===== src/rtl/shift_pkg.sv =====
// Shared constants and control-state encoding for the shift command issue block.
package shift_pkg;

    localparam int DEPTH_DEF = 4;   // default command FIFO entries
    localparam int TAGW_DEF  = 4;   // default command tag width
    localparam int AMT_W     = 5;   // shift amount width
    localparam int DATA_W    = 32;  // operand / result width

    // IDLE: issue register empty; ISSUE: issue register full, capture possible;
    // STALL: issue register full behind a held, unaccepted result.
    typedef enum logic [1:0] {
        IDLE  = 2'd0,
        ISSUE = 2'd1,
        STALL = 2'd2
    } state_t;

endpackage


===== src/rtl/shift_cmd_issue_if.sv =====
// Command request and result response handshakes of the shift issue block.
interface shift_cmd_issue_if
    import shift_pkg::*;
#(
    parameter int TAGW = TAGW_DEF
);
    logic              CMD_VALID;
    logic              CMD_READY;
    logic              CMD_DIR;
    logic [AMT_W-1:0]  CMD_AMT;
    logic [DATA_W-1:0] CMD_DATA;
    logic [TAGW-1:0]   CMD_TAG;
    logic              RES_VALID;
    logic              RES_READY;
    logic [DATA_W-1:0] RES_DATA;
    logic [TAGW-1:0]   RES_TAG;

    // Producer of commands / consumer of results.
    modport master (
        output CMD_VALID, CMD_DIR, CMD_AMT, CMD_DATA, CMD_TAG, RES_READY,
        input  CMD_READY, RES_VALID, RES_DATA, RES_TAG
    );

    // The issue block itself.
    modport slave (
        input  CMD_VALID, CMD_DIR, CMD_AMT, CMD_DATA, CMD_TAG, RES_READY,
        output CMD_READY, RES_VALID, RES_DATA, RES_TAG
    );
endinterface


===== src/rtl/shift_cmd_fifo.sv =====
// Circular command FIFO; pointers wrap modulo DEPTH (power of two), storage is not reset.
module shift_cmd_fifo #(
    parameter int DEPTH = 4,
    parameter int W     = 8
) (
    input  logic                   clk_i,
    input  logic                   rst_n_i,
    input  logic                   push_i,
    input  logic                   pop_i,
    input  logic [W-1:0]           wdata_i,
    output logic [W-1:0]           rdata_o,
    output logic [$clog2(DEPTH):0] count_o,
    output logic                   full_o,
    output logic                   empty_o
);
    localparam int PW = $clog2(DEPTH);

    logic [W-1:0]  mem_q [DEPTH];
    logic [PW-1:0] wptr_q, rptr_q;
    logic [PW:0]   count_q;
    logic          do_push, do_pop;

    assign full_o  = (count_q == (PW+1)'(DEPTH));
    assign empty_o = (count_q == '0);
    assign do_push = push_i && !full_o;
    assign do_pop  = pop_i && !empty_o;
    assign rdata_o = mem_q[rptr_q];
    assign count_o = count_q;

    // Storage write; contents are don't-care until written.
    always_ff @(posedge clk_i) begin
        if (do_push) mem_q[wptr_q] <= wdata_i;
    end

    // Pointers wrap by natural overflow; count holds on simultaneous push and pop.
    always_ff @(posedge clk_i or negedge rst_n_i) begin
        if (!rst_n_i) begin
            wptr_q  <= '0;
            rptr_q  <= '0;
            count_q <= '0;
        end else begin
            if (do_push) wptr_q <= wptr_q + 1'b1;
            if (do_pop)  rptr_q <= rptr_q + 1'b1;
            case ({do_push, do_pop})
                2'b10:   count_q <= count_q + 1'b1;
                2'b01:   count_q <= count_q - 1'b1;
                default: count_q <= count_q;
            endcase
        end
    end
endmodule


===== src/rtl/shift_cmd_issue.sv =====
// Queues shift commands, issues them one at a time to an external barrel
// shifter from flops, and registers each result with its tag for the consumer.
module shift_cmd_issue
    import shift_pkg::*;
#(
    parameter int DEPTH = DEPTH_DEF,
    parameter int TAGW  = TAGW_DEF
) (
    input  logic                   CLK,
    input  logic                   RST_N,
    shift_cmd_issue_if.slave       bus,
    output logic                   SH_DIR,
    output logic [AMT_W-1:0]       SH_AMT,
    output logic [DATA_W-1:0]      D_IN,
    input  logic [DATA_W-1:0]      SH_RESULT,
    output logic [$clog2(DEPTH):0] OCCUPANCY
);
    localparam int CW = 1 + AMT_W + DATA_W + TAGW;

    state_t            state_q;
    logic              iss_dir_q;
    logic [AMT_W-1:0]  iss_amt_q;
    logic [DATA_W-1:0] iss_data_q;
    logic [TAGW-1:0]   iss_tag_q;
    logic              res_valid_q;
    logic [DATA_W-1:0] res_data_q;
    logic [TAGW-1:0]   res_tag_q;

    logic [CW-1:0]     push_word, head_word;
    logic              h_dir;
    logic [AMT_W-1:0]  h_amt;
    logic [DATA_W-1:0] h_data;
    logic [TAGW-1:0]   h_tag;
    logic              fifo_full, fifo_empty, push, pop, capture, iss_valid;

    // Ready depends only on the registered count, so a pop at full frees a slot next cycle.
    assign bus.CMD_READY = !fifo_full;
    assign push          = bus.CMD_VALID && !fifo_full;
    assign push_word     = {bus.CMD_DIR, bus.CMD_AMT, bus.CMD_DATA, bus.CMD_TAG};
    assign {h_dir, h_amt, h_data, h_tag} = head_word;

    assign iss_valid = (state_q != IDLE);
    assign capture   = iss_valid && (!res_valid_q || bus.RES_READY);
    assign pop       = !fifo_empty && (!iss_valid || capture);

    shift_cmd_fifo #(.DEPTH(DEPTH), .W(CW)) u_fifo (
        .clk_i   (CLK),
        .rst_n_i (RST_N),
        .push_i  (push),
        .pop_i   (pop),
        .wdata_i (push_word),
        .rdata_o (head_word),
        .count_o (OCCUPANCY),
        .full_o  (fifo_full),
        .empty_o (fifo_empty)
    );

    // Control FSM with issue and result registers; issue fields read back as 0 while idle.
    always_ff @(posedge CLK or negedge RST_N) begin
        if (!RST_N) begin
            state_q     <= IDLE;
            iss_dir_q   <= 1'b0;
            iss_amt_q   <= '0;
            iss_data_q  <= '0;
            iss_tag_q   <= '0;
            res_valid_q <= 1'b0;
            res_data_q  <= '0;
            res_tag_q   <= '0;
        end else begin
            if (pop) begin
                iss_dir_q  <= h_dir;
                iss_amt_q  <= h_amt;
                iss_data_q <= h_data;
                iss_tag_q  <= h_tag;
            end else if (capture) begin
                iss_dir_q  <= 1'b0;
                iss_amt_q  <= '0;
                iss_data_q <= '0;
                iss_tag_q  <= '0;
            end

            if (capture) begin
                res_valid_q <= 1'b1;
                res_data_q  <= SH_RESULT;
                res_tag_q   <= iss_tag_q;
            end else if (bus.RES_READY) begin
                res_valid_q <= 1'b0;
            end

            // Leaving STALL always captures; it lands in IDLE only if nothing reloads.
            case (state_q)
                IDLE:         if (pop) state_q <= ISSUE;
                ISSUE, STALL: state_q <= !capture ? STALL : (pop ? ISSUE : IDLE);
                default:      state_q <= IDLE;
            endcase
        end
    end

    assign SH_DIR        = iss_dir_q;
    assign SH_AMT        = iss_amt_q;
    assign D_IN          = iss_data_q;
    assign bus.RES_VALID = res_valid_q;
    assign bus.RES_DATA  = res_data_q;
    assign bus.RES_TAG   = res_tag_q;
endmodule


===== src/flat_wrapper.sv =====
// flat-port wrapper written by rule: the top's interface ports become plain ports
module shift_cmd_issue_flat import shift_pkg::*;
#(
    parameter int DEPTH = DEPTH_DEF,
    parameter int TAGW  = TAGW_DEF
)
  (CLK, RST_N, SH_DIR, SH_AMT, D_IN, SH_RESULT, OCCUPANCY, bus_CMD_VALID, bus_CMD_DIR, bus_CMD_AMT, bus_CMD_DATA, bus_CMD_TAG, bus_RES_READY, bus_CMD_READY, bus_RES_VALID, bus_RES_DATA, bus_RES_TAG);
  shift_cmd_issue_if #(.TAGW(TAGW)) bus_i ();
  input  logic CLK;
  input  logic RST_N;
  output logic SH_DIR;
  output logic [AMT_W-1:0] SH_AMT;
  output logic [DATA_W-1:0] D_IN;
  input  logic [DATA_W-1:0] SH_RESULT;
  output logic [$clog2(DEPTH):0] OCCUPANCY;
  input wire logic [$bits(bus_i.CMD_VALID)-1:0] bus_CMD_VALID;
  input wire logic [$bits(bus_i.CMD_DIR)-1:0] bus_CMD_DIR;
  input wire logic [$bits(bus_i.CMD_AMT)-1:0] bus_CMD_AMT;
  input wire logic [$bits(bus_i.CMD_DATA)-1:0] bus_CMD_DATA;
  input wire logic [$bits(bus_i.CMD_TAG)-1:0] bus_CMD_TAG;
  input wire logic [$bits(bus_i.RES_READY)-1:0] bus_RES_READY;
  output wire logic [$bits(bus_i.CMD_READY)-1:0] bus_CMD_READY;
  output wire logic [$bits(bus_i.RES_VALID)-1:0] bus_RES_VALID;
  output wire logic [$bits(bus_i.RES_DATA)-1:0] bus_RES_DATA;
  output wire logic [$bits(bus_i.RES_TAG)-1:0] bus_RES_TAG;
  assign bus_i.CMD_VALID = bus_CMD_VALID;
  assign bus_i.CMD_DIR = bus_CMD_DIR;
  assign bus_i.CMD_AMT = bus_CMD_AMT;
  assign bus_i.CMD_DATA = bus_CMD_DATA;
  assign bus_i.CMD_TAG = bus_CMD_TAG;
  assign bus_i.RES_READY = bus_RES_READY;
  assign bus_CMD_READY = bus_i.CMD_READY;
  assign bus_RES_VALID = bus_i.RES_VALID;
  assign bus_RES_DATA = bus_i.RES_DATA;
  assign bus_RES_TAG = bus_i.RES_TAG;
  shift_cmd_issue #(.DEPTH(DEPTH), .TAGW(TAGW)) u_core (.CLK(CLK), .RST_N(RST_N), .bus(bus_i), .SH_DIR(SH_DIR), .SH_AMT(SH_AMT), .D_IN(D_IN), .SH_RESULT(SH_RESULT), .OCCUPANCY(OCCUPANCY));
endmodule

===== config.mk =====
export PLATFORM = sky130hd
export DESIGN_NAME = shift_cmd_issue_flat
export DESIGN_NICKNAME = d
export VERILOG_FILES = /design/src/rtl/shift_pkg.sv /design/src/rtl/shift_cmd_issue_if.sv /design/src/rtl/shift_cmd_fifo.sv /design/src/rtl/shift_cmd_issue.sv /design/src/flat_wrapper.sv
export SDC_FILE = /design/constraint.sdc
export NUM_CORES = 1
export LEC_CHECK = 0
export CAP_MARGIN = 40
export CORE_MARGIN = 4
export CORE_UTILIZATION = 32
export DETAILED_ROUTE_END_ITERATION = 16
export GPL_TIMING_DRIVEN = 0
export PLACE_DENSITY = 0.52
export SLEW_MARGIN = 5
export SYNTH_ARGS = -nofsm -noshare
export SYNTH_HDL_FRONTEND = slang
export SYNTH_SLANG_ARGS = --single-unit

===== constraint.sdc =====
create_clock -name CLK -period 3 [get_ports CLK]
set_clock_uncertainty 0.15 [all_clocks]
set_input_delay 0.45 -clock CLK [delete_from_list [all_inputs] [get_ports CLK]]
set_output_delay 0.45 -clock CLK [all_outputs]
set_load 0.005 [all_outputs]

==> reports/results.ini <==
[hold_path]
hold_depth=1
min_to=u_core.iss_tag_q[0]
min_from=u_core.iss_tag_q[0]
hold_path.class=reg -> reg

[grt]
grt_max_degree=52
grt_pass1_wl_um=32860
overflow=0
antenna_found_initial=1
first_global_vias=5493
grt_util_all_layers_pct=12.76

[critical_path]
crit_chain=or3_1 -> o21a_1 -> buf_6 -> buf_6 -> ha_1 -> fa_1 -> xnor2_1 -> nor2_1 -> xor2_1
worstPathArrival_ns=2.83
rr_worst_depth=9
cp_top_family=adder cells
timing.critical_path.buf_inv=2
endpoint_kind=flop
startpoint_type=flop
startpoint=u_core.u_fifo.count_o[0]
crit_top_cell=buf_6
r2r_end=u_core.u_fifo.count_o[2]
slowest_delay_ns=0.47
cp.required_ns=3.26
crit_type=reg -> reg
reg2reg_slack_ns=0.43
path_max_fanout=10
r2r-start=u_core.u_fifo.count_o[0]
cp_slowest_cell=dfrtp_1

[drt]
drc_errors=0
ant_nets=0
drt_wl_total_um=20770
dr.pass1.iters=4
drt_iter0_markers=204
post_drt_wl_per_cell_um=19.99
via_count=4908
via_per_inst=4.724

[finish]
drive_gt1_share_pct=23.82
fin_util_pct=43.42
stdcell_count=1039
postLayoutCellArea_mm2=0.01260
area_delta_synth_final_pct=32.33
finalNetCount=719
diodes=0

[place]
hpwl_um=13640
gp_congestion=0.7230
dp.cells=986
io_buffer_count=156
placed_cell_area_mm2=0.01167

[clock_tree]
post_cts.repair.setup_buffers=0
cts_sinks=256
clockRootBuffer=clkbuf_16
tritoncts=yes
insertion_delay_ns=0.53
cts_buffer_depth=3
ctsHtreeMaxLevel=1
cts.repair.resized=0
clkTransAtPathRegs_ns=0.06
cts-buffers-inserted=28

[synthesis]
synth-seq-cells=256
syn_area_mm2=0.009519
syn_avg_cell_area_um2=21.59
yosysWarnings=0
netlist_instances=441
synth-seq-area-share_pct=76.13
synth_cell_type_count=28
synth_top_area_share_pct=53.00
netlist.top_cell.by_area=edfxtp_1
yosys-top-cells-area=edfxtp_1, dfrtp_1, mux4_2, mux2_2, a22o_1
synthesis.nets=527

[floorplanning]
io_pins=157
core_area_mm2=0.02901
fp-row-count=62
die_h_um=180.5
die-area_mm2=0.03257
die_w_um=180.5
initial_utilization_pct=32.81

[power]
clockPowerShare_pct=24.9
internal_power_uw=9653
cellPowerDensity_mw_per_mm2=1064
power.leakage_uw=0.004608
seqPwrFrac_pct=40.3
irDropWorstVdd_v=0.0004966
comb_power_share_pct=34.8
power_switching_uw=3751
p_sw_share_pct=27.98

[flow_run]
maxCapViolCount=0

[timing]
rsz0062_at_grt=false
period_share_pct=85.62
finalSetupViolCount=0
report.final.slew_viol_count=0
timing.slew.headroom_pct=50.63
worst_pin_slew_ns=0.7406
finalHoldViolCount=0
fmax_mhz=389.3
period_needed_ns=2.569

[status]
status=completed

==> state kept, by name (all words and copies together) (netlist names) <==
register,count
u_core.D_IN,32
u_core.SH_AMT,5
u_core.SH_DIR,1
u_core.bus.RES_DATA,32
u_core.bus.RES_TAG,4
u_core.bus.RES_VALID,1
u_core.iss_tag_q,4
u_core.state_q,2
u_core.u_fifo.count_o,3
u_core.u_fifo.mem_q,168
u_core.u_fifo.rptr_q,2
u_core.u_fifo.wptr_q,2
==> cells in the mapped netlist <==
cell type,instances
inv_1,6
mux2_4,1
or3_1,1
clkbuf_1,4
buf_2,3
o21bai_2,1
a22o_1,43
dfrtp_1,88
and3_1,4
edfxtp_1,168
mux4_2,42
mux2_2,37
fa_1,1
nand2_1,2
nor2_1,3
xor2_1,3
o41ai_1,1
buf_6,11
o211a_1,1
ha_1,7
nor4b_4,1
o21a_1,1
or3b_4,1
xnor2_1,3
and2_4,1
nand2b_1,1
buf_4,5
nor2b_1,1
==> power groups by stage <==
stage                     logic (µW)  registers (µW)  clock network, µW
after floorplan                 2630            5420                  0
after global placement          4650            5460                  0
after detailed placement        4820            5470                  0
after CTS                       4830            5420               3460
after global routing            5120            5530               3600
final                           4670            5400               3340
==> worst register-to-register path, delay by kind of cell, from the launching register on <==
kind / cells / cell delay [ns]
adders and majority gates: 2 / 0.62
buffers and inverters: 2 / 0.30
and+or+nand+nor: 2 / 0.49
DFF: 1 / 0.47
xor gates and xnor gates: 2 / 0.29
AOI/OAI and AO/OA: 1 / 0.14
==> routing by layer <==
metal | up-vias | track usage, % | share of wire, % | routed length (µm)
li1 | 2167 | - | - | -
met1 | 2532 | 16.55 | 42 | 8713
met2 | 179 | 21.31 | 48 | 10070
met3 | 28 | 3.916 | 7.6 | 1573
met4 | 2 | 2.813 | 1.9 | 395
met5 | - | 0 | 0.063 | 13
==> cells in the final DEF, fill, tap and decap left out, types with 2 or more instances in the layout <==
cell	count
dfrtp_1	88
edfxtp_1	168
mux4_2	42
inv_1	6
bufinv_16	3
clkbuf_8	2
mux2_2	37
clkbuf_1	8
buf_2	3
a22o_1	43
nand2_1	2
clkdlybuf4s50_1	155
clkinv_2	8
clkbuf_16	28
xnor2_1	3
buf_6	11
ha_1	7
nor2_1	3
clkinv_1	5
buf_12	4
xor2_1	3
buf_4	6
and3_2	4
==> worst max path at each step <==
stage	end	cells past startpoint
detailed placement	u_core.u_fifo.count_o[2]	10
global route	u_core.u_fifo.count_o[2]	9
floorplan	u_core.u_fifo.count_o[2]	9
finish	u_core.u_fifo.count_o[2]	9
global placement	u_core.D_IN[23]	1
CTS	bus_CMD_READY	2
==> cells by family after synthesis <==
kind of cell	count (synthesis)	share of synthesized area [%]
simple gates	15	1.117
fa+ha+maj	8	1.130
xor+xnor	6	0.5522
flops	256	76.13
buf+inv	29	2.248
compound gates	47	4.351
mux	80	14.47
==> repair_timing <==
item	in CTS	in global routing
setup endpoints to repair	0	0
hold buffers	1	0
hold endpoints to repair	50	0
==> metrics by stage <==
step / setup WS (ns) / power [µW] / setup TNS [ns] / hold slack [ns]
floorplan: 0.5703 / 8048 / 0 / 0.004409
global placement: -2.321 / 10110 / -305.70 / 0.3315
detailed placement: 0.1623 / 10290 / 0 / 0.3413
CTS: 0.4062 / 13710 / 0 / 0.3554
global route: 0.2645 / 14250 / 0 / 0.3605
finish: 0.4314 / 13400 / 0 / 0.3463
==> layout make-up <==
type | count | area [µm²]
Buffer | 23 | 191.4
Inverter | 6 | 22.52
Timing Repair Buffer | 162 | 1677
Fill cell | 2564 | 16420
Clock buffer | 34 | 743.2
Sequential cell | 256 | 7247
Tap cell | 384 | 480.5
Clock inverter | 18 | 172.7
Multi-Input combinational cell | 156 | 2063
(Power assumes the default switching activity.)
